--- config.mk ---
export PLATFORM = sky130hd
export DESIGN_NAME = game_round_controller
export DESIGN_NICKNAME = d
export VERILOG_FILES = /design/src/rtl/game_round_controller.sv
export SDC_FILE = /design/constraint.sdc
export NUM_CORES = 1
export LEC_CHECK = 0
export ABC_AREA = 1
export CORE_UTILIZATION = 23
export CTS_CLUSTER_DIAMETER = 120
export CTS_CLUSTER_SIZE = 8
export DETAILED_ROUTE_END_ITERATION = 12
export GPL_TIMING_DRIVEN = 0
export MAX_ROUTING_LAYER = met4
export SYNTH_ARGS = -nofsm -noshare
export SYNTH_HDL_FRONTEND = slang
export SYNTH_SLANG_ARGS = --single-unit
--- constraint.sdc ---
create_clock -name Clk -period 2.35 [get_ports Clk]
set_clock_uncertainty 0.05 [all_clocks]
set_input_delay 0.705 -clock Clk [delete_from_list [all_inputs] [get_ports Clk]]
set_output_delay 0.705 -clock Clk [all_outputs]
set_load 0.1 [all_outputs]
--- src/rtl/game_round_controller.sv ---
// Game flow FSM (title/select/play/round-end/game-over) with per-player lives, invulnerability and round wins.
// Every output is registered and changes one Clk after its cause; there is no backpressure, and inputs are sampled every cycle.
module game_round_controller #(
    parameter int N_PLAYERS        = 2,
    parameter int START_LIVES      = 3,
    parameter int INVULN_FRAMES    = 60,
    parameter int ROUND_END_FRAMES = 120,
    parameter int WINS_TO_MATCH    = 3
) (
    input  logic                   Clk,
    input  logic                   Reset_n,
    input  logic                   frame_tick,
    input  logic                   next_btn,
    input  logic [N_PLAYERS-1:0]   hit,
    output logic [2:0]             state,
    output logic                   freeze,
    output logic                   respawn,
    output logic [N_PLAYERS-1:0]   alive,
    output logic [4*N_PLAYERS-1:0] lives,
    output logic [4*N_PLAYERS-1:0] wins,
    output logic [7:0]             round_count,
    output logic [2:0]             winner,
    output logic                   winner_valid
);
    localparam int INV_W = (INVULN_FRAMES < 1) ? 1 : $clog2(INVULN_FRAMES + 1);
    localparam int RE_W  = (ROUND_END_FRAMES < 2) ? 1 : $clog2(ROUND_END_FRAMES + 1);

    localparam logic [3:0]       START_L  = 4'(START_LIVES);
    localparam logic [3:0]       WINS_L   = 4'(WINS_TO_MATCH);
    localparam logic [INV_W-1:0] INV_LOAD = INV_W'(INVULN_FRAMES);
    localparam logic [RE_W-1:0]  RE_LAST  = RE_W'(ROUND_END_FRAMES - 1);

    typedef enum logic [2:0] {
        ST_TITLE     = 3'd0,
        ST_SELECT    = 3'd1,
        ST_PLAY      = 3'd2,
        ST_ROUND_END = 3'd3,
        ST_GAME_OVER = 3'd4
    } state_e;

    state_e                 state_q, state_d;
    logic                   freeze_q, freeze_d;
    logic                   respawn_q, respawn_d;
    logic [N_PLAYERS-1:0]   alive_q, alive_d;
    logic [4*N_PLAYERS-1:0] lives_q, lives_d;
    logic [4*N_PLAYERS-1:0] wins_q, wins_d;
    logic [7:0]             round_q, round_d;
    logic [2:0]             winner_q, winner_d;
    logic                   winner_vld_q, winner_vld_d;
    logic [INV_W-1:0]       inv_q [N_PLAYERS];
    logic [INV_W-1:0]       inv_d [N_PLAYERS];
    logic [RE_W-1:0]        re_cnt_q, re_cnt_d;
    logic                   next_btn_q;

    logic                   next_edge;
    logic                   start_round;
    logic                   any_match;
    logic [3:0]             alive_cnt;
    logic [2:0]             last_alive;

    always_comb begin
        next_edge    = next_btn & ~next_btn_q;
        state_d      = state_q;
        respawn_d    = 1'b0;
        alive_d      = alive_q;
        lives_d      = lives_q;
        wins_d       = wins_q;
        round_d      = round_q;
        winner_d     = winner_q;
        winner_vld_d = winner_vld_q;
        re_cnt_d     = re_cnt_q;
        start_round  = 1'b0;
        any_match    = 1'b0;
        alive_cnt    = 4'd0;
        last_alive   = 3'd0;

        for (int i = 0; i < N_PLAYERS; i++) begin
            inv_d[i] = inv_q[i];
            if (frame_tick && (inv_q[i] != '0)) begin
                inv_d[i] = inv_q[i] - INV_W'(1);
            end
            if (wins_q[4*i +: 4] >= WINS_L) begin
                any_match = 1'b1;
            end
        end

        case (state_q)
            ST_TITLE: begin
                if (next_edge) begin
                    state_d = ST_SELECT;
                end
            end
            ST_SELECT: begin
                if (next_edge) begin
                    start_round = 1'b1;
                    wins_d      = '0;
                    round_d     = 8'd1;
                end
            end
            ST_PLAY: begin
                // A hit load overrides the frame-tick decrement computed above.
                for (int i = 0; i < N_PLAYERS; i++) begin
                    if (hit[i] && alive_q[i] && (inv_q[i] == '0)) begin
                        lives_d[4*i +: 4] = lives_q[4*i +: 4] - 4'd1;
                        inv_d[i]          = INV_LOAD;
                        if (lives_q[4*i +: 4] == 4'd1) begin
                            alive_d[i] = 1'b0;
                        end
                    end
                end
                for (int i = 0; i < N_PLAYERS; i++) begin
                    if (alive_d[i]) begin
                        alive_cnt  = alive_cnt + 4'd1;
                        last_alive = 3'(i);
                    end
                end
                if (alive_cnt <= 4'd1) begin
                    state_d      = ST_ROUND_END;
                    re_cnt_d     = '0;
                    winner_vld_d = (alive_cnt == 4'd1);
                    if (alive_cnt == 4'd1) begin
                        winner_d = last_alive;
                    end
                    for (int i = 0; i < N_PLAYERS; i++) begin
                        if ((alive_cnt == 4'd1) && alive_d[i] && (wins_q[4*i +: 4] != 4'hf)) begin
                            wins_d[4*i +: 4] = wins_q[4*i +: 4] + 4'd1;
                        end
                    end
                end
            end
            ST_ROUND_END: begin
                if (frame_tick) begin
                    if (re_cnt_q == RE_LAST) begin
                        if (any_match) begin
                            state_d = ST_GAME_OVER;
                        end else begin
                            start_round = 1'b1;
                            if (round_q != 8'hff) begin
                                round_d = round_q + 8'd1;
                            end
                        end
                    end else begin
                        re_cnt_d = re_cnt_q + RE_W'(1);
                    end
                end
            end
            ST_GAME_OVER: begin
                if (next_edge) begin
                    state_d      = ST_TITLE;
                    wins_d       = '0;
                    winner_vld_d = 1'b0;
                    round_d      = 8'd0;
                end
            end
            default: begin
                state_d = ST_TITLE;
            end
        endcase

        // Shared by the first round after SELECT and every later round.
        if (start_round) begin
            state_d      = ST_PLAY;
            respawn_d    = 1'b1;
            lives_d      = {N_PLAYERS{START_L}};
            alive_d      = '1;
            winner_vld_d = 1'b0;
            for (int i = 0; i < N_PLAYERS; i++) begin
                inv_d[i] = '0;
            end
        end

        freeze_d = (state_d != ST_PLAY);
    end

    always_ff @(posedge Clk or negedge Reset_n) begin
        if (!Reset_n) begin
            state_q      <= ST_TITLE;
            freeze_q     <= 1'b1;
            respawn_q    <= 1'b0;
            alive_q      <= '1;
            lives_q      <= {N_PLAYERS{START_L}};
            wins_q       <= '0;
            round_q      <= 8'd0;
            winner_q     <= 3'd0;
            winner_vld_q <= 1'b0;
            re_cnt_q     <= '0;
            next_btn_q   <= 1'b0;
            for (int i = 0; i < N_PLAYERS; i++) begin
                inv_q[i] <= '0;
            end
        end else begin
            state_q      <= state_d;
            freeze_q     <= freeze_d;
            respawn_q    <= respawn_d;
            alive_q      <= alive_d;
            lives_q      <= lives_d;
            wins_q       <= wins_d;
            round_q      <= round_d;
            winner_q     <= winner_d;
            winner_vld_q <= winner_vld_d;
            re_cnt_q     <= re_cnt_d;
            next_btn_q   <= next_btn;
            for (int i = 0; i < N_PLAYERS; i++) begin
                inv_q[i] <= inv_d[i];
            end
        end
    end

    assign state        = state_q;
    assign freeze       = freeze_q;
    assign respawn      = respawn_q;
    assign alive        = alive_q;
    assign lives        = lives_q;
    assign wins         = wins_q;
    assign round_count  = round_q;
    assign winner       = winner_q;
    assign winner_valid = winner_vld_q;

endmodule
; ---- Word level (Yosys, flattened, before mapping)
; Cells that the tools add are included.
[totals]
register_bits = 55
wordCells = 143
[classes]
addsub = 9
magnitude_cmp = 3
n_eq_ne = 25
muxes = 58
n_bitwise = 2
n_reduce_logical = 31
[op_table]
columns = operator, count
row1 = two-way mux 8 bit, 9
row2 = two-way mux 4 bit, 7
row3 = two-way mux 12 bit, 2
row4 = two-way mux 6 bit, 4
row5 = one-hot mux 8 bit (3 select lines), 1
row6 = two-way mux 3 bit, 7
row7 = two-way mux 7 bit, 3
row8 = "!= test 2 bit, second input constant", 10
row9 = two-way mux 1 bit, 18
row10 = one-hot mux 8 bit (2 select lines), 1
row11 = one-hot mux 3 bit (5 select lines), 1
row12 = one-hot mux 7 bit (2 select lines), 1
row13 = "adder 4 x 1 -> 4 bit, second input constant", 3
row14 = "equality test 4 x 1 -> 1 bit, second input constant", 3
row15 = logical NOT 6 bit, 2
row16 = AND reduction 4 bit, 3
row17 = nonzero test 6 bit, 2
row18 = "subtractor 6 x 1 -> 6 bit, second input constant", 2
row19 = logical AND 1 bit, 10
row20 = nonzero test 2 bit, 5
row21 = "adder 8 x 1 -> 8 bit, second input constant", 1
row22 = "greater-or-equal comparator 4 x 2 -> 1 bit, second input constant", 2
row23 = "!= test 4 bit, second input constant", 2
row24 = "!= test 8 bit, second input constant", 1
row25 = 20 further kinds, 28

; ---- Longest topological paths before layout
; Gate-level depths: netlist of run 1.
[logic_depth]
depth_word = 15
depth_mapped = 17
ltp_nobuf = 17

; ---- Least setup slack after synthesis of run 1
; No wires, ideal clock.
[synth_path]
kind = flip-flop to flip-flop
startpoint = register lives_q[1] (netlist: lives[1])
endpoint = register wins_q[3] (netlist: wins[3])
setup_ns = 0.120
t_arrival_ns = 2.185
required_time_ns = 2.180
setup_slack_ns = -0.005
stages_incl_launch_ff = 15
n_path_buf = 0
cell_sequence = dfstp_2 > inv_1 > ha_1 > nor3b_1 > nand2_1 > nand2_1 > inv_1 > ha_1 > inv_1 > nand3_1 > nand2_1 > nand2_1 > nor2_1 > nand2_1 > nand2_1
[synth_via]
elab_chain_len = 14
elab_cells_between_ends = 16
cone_classes = add/sub (1) / order compare (1) / eq/ne (4) / mux (7) / reduce/logical (3)
[synth_lines]
columns = item, line_no
row1 = "start, declared", 45  ; logic [4*N_PLAYERS-1:0] lives_q, lives_d;
row2 = "start signal, assigned", 181  ; lives_q <= {N_PLAYERS{START_L}};
row3 = "start signal, assigned", 196  ; lives_q <= lives_d;
row4 = equality test 4 x 1 -> 1 bit (*), 106  ; if (lives_q[4*i +: 4] == 4'd1) begin
row5 = two-way mux 1 bit (*), 106
row6 = two-way mux 1 bit (*), 103  ; if (hit[i] && alive_q[i] && (inv_q[i] == '0)) begin
row7 = two-way mux 1 bit (*), 87  ; case (state_q)
row8 = "parallel branches: the longest is 9 deep, another holds adder 4 x 1 -> 4 bit", -
row9 = AND reduction 4 bit (no line) (*), -
row10 = "end signal, assigned", 197  ; wins_q <= wins_d;
row11 = "end, declared", 46  ; logic [4*N_PLAYERS-1:0] wins_q, wins_d;
; Mark *: on every way between the ends. The select of a mux whose other input is x is not followed.
; A chain may end at the register's enable or synchronous reset.

; ---- Worst setup path in the final report of run 1
[layout_path]
startpoint = register lives_q[3] (netlist: lives[3])
endpoint = output lives[3]
[layout_lines]
columns = item, line_no
row1 = "end, declared", 19  ; output logic [4*N_PLAYERS-1:0] lives,
; No word-level cell between the ends.

==> impl_metrics.tcl, run 1 <==
set metrics [dict create \
    tritoncts "yes" \
    clockPowerShare 0.145 \
    r2r-start "inv_q[0]" \
    hp-class "in2async" \
    tightestPinTransition_ns 0.9867 \
    power_leakage_nw 2.101 \
    relSlewSlack 0.3448 \
    drive_above_1_share 0.2058 \
    place_congestion 0.8330 \
    hold_viol 0 \
    slowest_stage "clkdlybuf4s15_1" \
    end_kind "primary output" \
    wl_um 7591 \
    vias 2863 \
    grt_max_degree 31 \
    synthTopCellsByArea "dfrtp_1, nand2_1, nand3_1" \
    crit_buf_inv 1 \
    fp.dieW_um 122.1 \
    seq_area_um2 1339 \
    synth_seq_area_share 0.4025 \
    syn_to_final_growth_pct 23.54 \
    fin_crit_ns 2.302 \
    drtIter0Drc 177 \
    path_cells "clkdlybuf4s15_1" \
    die_h_um 122.1 \
    slowest_delay_ns 0.85 \
    period_share 0.9796 \
    clk_latency_ns 0.29 \
    core_area_um2 13990 \
    grt_pass1_vias 2715 \
    ios 41 \
    critical_path_cell_count 1 \
    nFillCells 1535 \
    netlist_instances 437 \
    intPower_mw 2.322 \
    status "complete, no violations" \
    clock.fmax_ghz 0.4344 \
    power.density_nw_per_um2 1230 \
    post-route-util 0.2929 \
    clock_path_buffers 2 \
    swShare 0.5391 \
    maxCapViolations 0 \
    finalMaxSlewViolations 0 \
    power.switching_mw 2.716 \
    cp.arrival_ns 1.55 \
    cts_root_buf "clkbuf_16" \
    overflow 0 \
    vias_per_cell 4.299 \
    drc 0 \
    syn-cell-area_um2 3317 \
    worst-r2r-setup-slack_ns 0.19 \
    final_antenna_net_count 0 \
    track_usage 0.1122 \
    cts_made_buffers 5 \
    clkSinkCount 53 \
    dp_hpwl_um 5667 \
    nets 506 \
    ys_warn_count 0 \
    clk_pin_slew_worst_paths_ns 0.07 \
    wl_per_cell_um 11.40 \
    ys_types 39 \
    yosys.area.top_type "dfrtp_1" \
    crit_family "buffers and inverters" \
    synth_seq_cells 53 \
    antenna_found_initial 0 \
    ir_drop_mv 0.5067 \
    dr.pass1.iters 4 \
    syn_area_per_cell_um2 7.590 \
    required_ns 1.59 \
    p_total_mw 5.038 \
    initial_core_util 0.2371 \
    n_antenna_cell 0 \
    reg2regPathDepth 15 \
    setup.worst_path.start_class "register" \
    critPathKind "reg2out" \
    grt_pass1_wl_um 12880 \
    portBuffers 38 \
    power_frac_seq 0.293 \
    std_cell_rows 43 \
    die-area_um2 14910 \
    netlist.area_leader.share 0.3470 \
    p_comb_frac 0.562 \
    cts-htree-levels 2 \
    setup_viol 0 \
    path_max_fanout 4 \
    r2r_end "re_cnt_q[1]" \
    multi_input_area_um2 1770 \
]
[metrics by stage]
step	instance area, um2	TNS (ns)	setup WS, ns	hold slack (ns)	cells
finish	4098	0	0.04785	0.3624	666
global route	4098	-0.03031	-0.01862	0.3953	666
CTS	4120	0	0.002642	0.3750	666
detailed placement	3945	-9.382	-0.4908	0.4662	657
global placement	3930	-70.55	-1.254	0.4575	656
floorplan	3324	0	0.02113	0.3594	438
[cells in the mapped netlist (all sizes together)]
library cell,instances
o21a,1
or2,5
dfstp,7
nor3,3
o21bai,3
clkbuf,1
nand3,46
inv,49
clkinv,1
buf,6
nand3b,2
nand4,5
xor2,14
ha,15
a21oi,5
o21ai,14
xnor2,1
nand2,160
o31ai,1
o211ai,3
conb,1
dfrtp,46
nor3b,2
nor2,46
[cell usage in the layout (no fill, tap or decap), types with 4 or more instances in the layout]
master,Yosys,final
nor2_1,43,41
dfrtp_1,46,46
nand4_1,5,5
nand3_2,2,4
nand2_2,12,18
o21ai_1,5,6
clkdlybuf4s15_2,0,18
clkbuf_16,0,5
nand3_1,41,39
nand2_1,145,139
a21oi_1,5,5
inv_2,6,8
ha_1,15,14
clkbuf_2,0,11
o21ai_0,9,8
inv_1,40,38
xor2_1,14,14
dfstp_2,7,6
[power by group through the flow]
stage / combinational, mW / clock (mW) / sequential (mW)
finish: 2.83 / 0.730 / 1.47
global route: 3.10 / 0.788 / 1.52
CTS: 2.85 / 0.754 / 1.47
detailed placement: 2.87 / 0 / 1.49
global placement: 2.80 / 0 / 1.47
floorplan: 1.35 / 0 / 2.36
[layer usage]
metal	GRT usage	wire, um	up-vias
li1	-	-	1476
met1	0.1452	3701	1338
met2	0.1783	3551	43
met3	0.02107	275	6
met4	0.03125	63	0
met5	-	0	-
[logic make-up after synthesis]
family                   synth area share
AND/OR/NAND/NOR                    0.3772
buffers and inverters             0.07619
flip-flops                         0.4025
AO/OA/AOI/OAI                     0.04677
XOR/XNOR                          0.03961
adder cells (fa/ha/maj)           0.05658
other                            0.001131
[final cells by class]
class / instances / share of cell area
timing repair buffer: 40 / 0.09008
multi-input combinational: 328 / 0.4321
sequential: 53 / 0.3267
inverter: 50 / 0.04763
clock buffer: 7 / 0.03237
tap: 180 / 0.05496
clock inverter: 1 / 0.002137
buffer: 7 / 0.01405
[registers in the layout (all words and copies together) (netlist names)]
signal        flops
wins              8
inv_q            12
state             3
winner_valid      1
lives             8
respawn           1
winner            1
freeze            1
re_cnt_q          7
next_btn_q        1
round_count       8
alive             2
[worst register-to-register path: cells and delay by family, from the launching register on]
family | cells | cell delay (ns)
AND/OR/NAND/NOR | 8 | 0.75
flip-flops | 1 | 0.41
adder cells (fa/ha/maj) | 2 | 0.40
buffers and inverters | 4 | 0.39
AO/OA/AOI/OAI | 1 | 0.06
[worst max path at each step]
stage	startpoint	slack [ns]	endpoint
6_report	lives[3]	0.05	lives[3]
5_1_grt	inv_q[1]	-0.02	re_cnt_q[1]
4_1_cts	hit[0]	0.003	re_cnt_q[1]
3_5_place_dp	hit[1]	-0.49	wins[3]
3_3_place_gp	Reset_n	-1.25	next_btn_q
2_1_floorplan	lives[0]	0.02	wins[3]
[repair_timing]
| item | in CTS | in global routing |
|---|---|---|
| gates resized for setup | 82 | 26 |
| buffers inserted | 1 | 0 |
| endpoints found under the hold margin | 0 | 0 |
| setup endpoints to repair | 51 | 30 |
| pin swaps | 2 | 1 |
| hold buffers | 0 | 0 |
(Power assumes the default switching activity.)
==> inputs of run 2 (changes only) <==
Settings changed: CTS_CLUSTER_SIZE 8 to not set, MAX_ROUTING_LAYER met4 to not set.
==> run 2 against run 1 <==
Setup slack lost 0.0019 ns. Clock-buffer cell count is the same. Register-to-register slack is essentially flat. Non-clock buffer count grew 1. Die area is the same. Via count grew 0.31%. Combinational power is essentially flat. Utilization grew 0.054 points. Power grew 0.12%. Wire length grew 0.30%. Critical path type unchanged. Critical path depth is the same. First-iteration DRC count grew 4.5%.
==> impl_metrics.tcl, run 2 (same netlist as run 1, synthesis figures left out) <==
set metrics [dict create \
    status "complete, no violations" \
    grt_pass1_wl_um 12890 \
    fp.dieW_um 122.1 \
    power_frac_seq 0.292 \
    cts_made_buffers 5 \
    vias 2872 \
    fin_crit_ns 2.304 \
    tritoncts "yes" \
    clock_path_buffers 2 \
    cts_root_buf "clkbuf_16" \
    postLayoutCellArea_um2 4105 \
    setup_viol 0 \
    relSlewSlack 0.3448 \
    cp.arrival_ns 1.55 \
    mostFrequentLayoutCells "nand2_1, dfrtp_1, nor2_1" \
    clk_latency_ns 0.29 \
    tightestPinTransition_ns 0.9867 \
    clkSinkCount 53 \
    crit_family "buffers and inverters" \
    initial_core_util 0.2371 \
    wl_um 7614 \
    vias_per_cell 4.306 \
    place_area_um2 3945 \
    n_antenna_cell 0 \
    layout_commonest_cell "nand2_1" \
    clock.fmax_ghz 0.4340 \
    postCtsHoldBufs 0 \
    die-area_um2 14910 \
    die_h_um 122.1 \
    std_cell_rows 43 \
    swShare 0.5395 \
    drtIter0Drc 185 \
    final_antenna_net_count 0 \
    slowest_stage "clkdlybuf4s15_1" \
    path_max_fanout 4 \
    wl_per_cell_um 11.42 \
    drive_above_1_share 0.2074 \
    period_share 0.9805 \
    hp-class "in2async" \
    syn_to_final_growth_pct 23.76 \
    critPathKind "reg2out" \
    ir_drop_mv 0.5067 \
    place_congestion 0.8207 \
    grt_max_degree 31 \
    clk_pin_slew_worst_paths_ns 0.07 \
    finalMaxSlewViolations 0 \
    drc 0 \
    core_area_um2 13990 \
    cts-htree-levels 2 \
    reg2regPathDepth 17 \
    p_comb_frac 0.562 \
    antenna_found_initial 0 \
    largest_register_ffs 12 \
    dr.pass1.iters 4 \
    worst-r2r-setup-slack_ns 0.18 \
    p_total_mw 5.044 \
    track_usage 0.1092 \
    portBuffers 38 \
    end_kind "primary output" \
    ios 41 \
    r2r-start "inv_q[6]" \
    hold_viol 0 \
    path_cells "clkdlybuf4s15_1" \
    dp_hpwl_um 5667 \
    required_ns 1.59 \
    overflow 0 \
    nets 507 \
    maxCapViolations 0 \
    power.density_nw_per_um2 1229 \
    intPower_mw 2.323 \
    power.switching_mw 2.721 \
    setup.worst_path.start_class "register" \
    r2r_end "re_cnt_q[1]" \
    top_register "inv_q" \
    crit_buf_inv 1 \
    power_leakage_nw 2.105 \
    clockPowerShare 0.146 \
    slowest_delay_ns 0.85 \
    grt_pass1_vias 2715 \
]
run 2: cell count changes in the layout (fill, tap and decap cells not counted), sizes merged:
cell	before	now
buf	9	10
run 2: worst max-delay path by stage:
stage          slack, ns  startpoint          end  depth (start not counted)
2_1_floorplan       0.02    lives[0]      wins[3]                         13
3_3_place_gp       -1.25     Reset_n   next_btn_q                          1
3_5_place_dp       -0.49      hit[1]      wins[3]                         14
4_1_cts            0.003      hit[0]  re_cnt_q[1]                         14
5_1_grt            -0.02    inv_q[1]  re_cnt_q[1]                         15
6_report            0.05    lives[3]     lives[3]                          1
run 2: layer usage:
| metal | up-vias | global-route usage | part of all wire |
|---|---|---|---|
| li1 | 1474 | - | - |
| met1 | 1341 | 0.1461 | 0.48 |
| met2 | 48 | 0.1780 | 0.46 |
| met3 | 9 | 0.02107 | 0.045 |
| met4 | 0 | 0.03125 | 0.013 |
| met5 | - | 0 | 0 |
run 2: final cells by class:
cell class                 instances  area, um2
buffer                             7      57.56
tap                              180      225.2
inverter                          50      195.2
sequential                        53       1339
clock inverter                     1      8.758
multi-input combinational        328       1770
fill                            1538       9883
timing repair buffer              41      376.6
clock buffer                       7      132.6
run 2: per-stage QoR:
stage,utilization,hold slack (ns),std cells,setup TNS (ns),setup WS [ns]
floorplan,-,0.3594,438,0,0.02113
global placement,0.2809,0.4575,656,-70.55,-1.254
detailed placement,0.2820,0.4662,657,-9.382,-0.4908
CTS,0.2945,0.3750,666,0,0.002642
global route,0.2935,0.3953,667,-0.03031,-0.01862
finish,0.2935,0.3590,667,0,0.04592
run 2: power groups by stage:
stage | registers, mW | logic [mW] | clock network, mW
after floorplan | 2.36 | 1.35 | 0
final | 1.47 | 2.84 | 0.734
after global routing | 1.52 | 3.10 | 0.791
after detailed placement | 1.49 | 2.87 | 0
after CTS | 1.47 | 2.85 | 0.754
after global placement | 1.47 | 2.80 | 0
run 2: repair_timing:
action | CTS | global route
endpoints found under the setup margin | 51 | 30
pin swaps | 2 | 1
buffers inserted | 1 | 1
gates resized for setup | 82 | 26
cloned | 0 | 0
==> inputs of run 3 (changes only) <==
Settings changed: CAP_MARGIN set to 0.
==> results of run 3 <==
The final DEF is identical to that of run 2; final timing and power are the same.
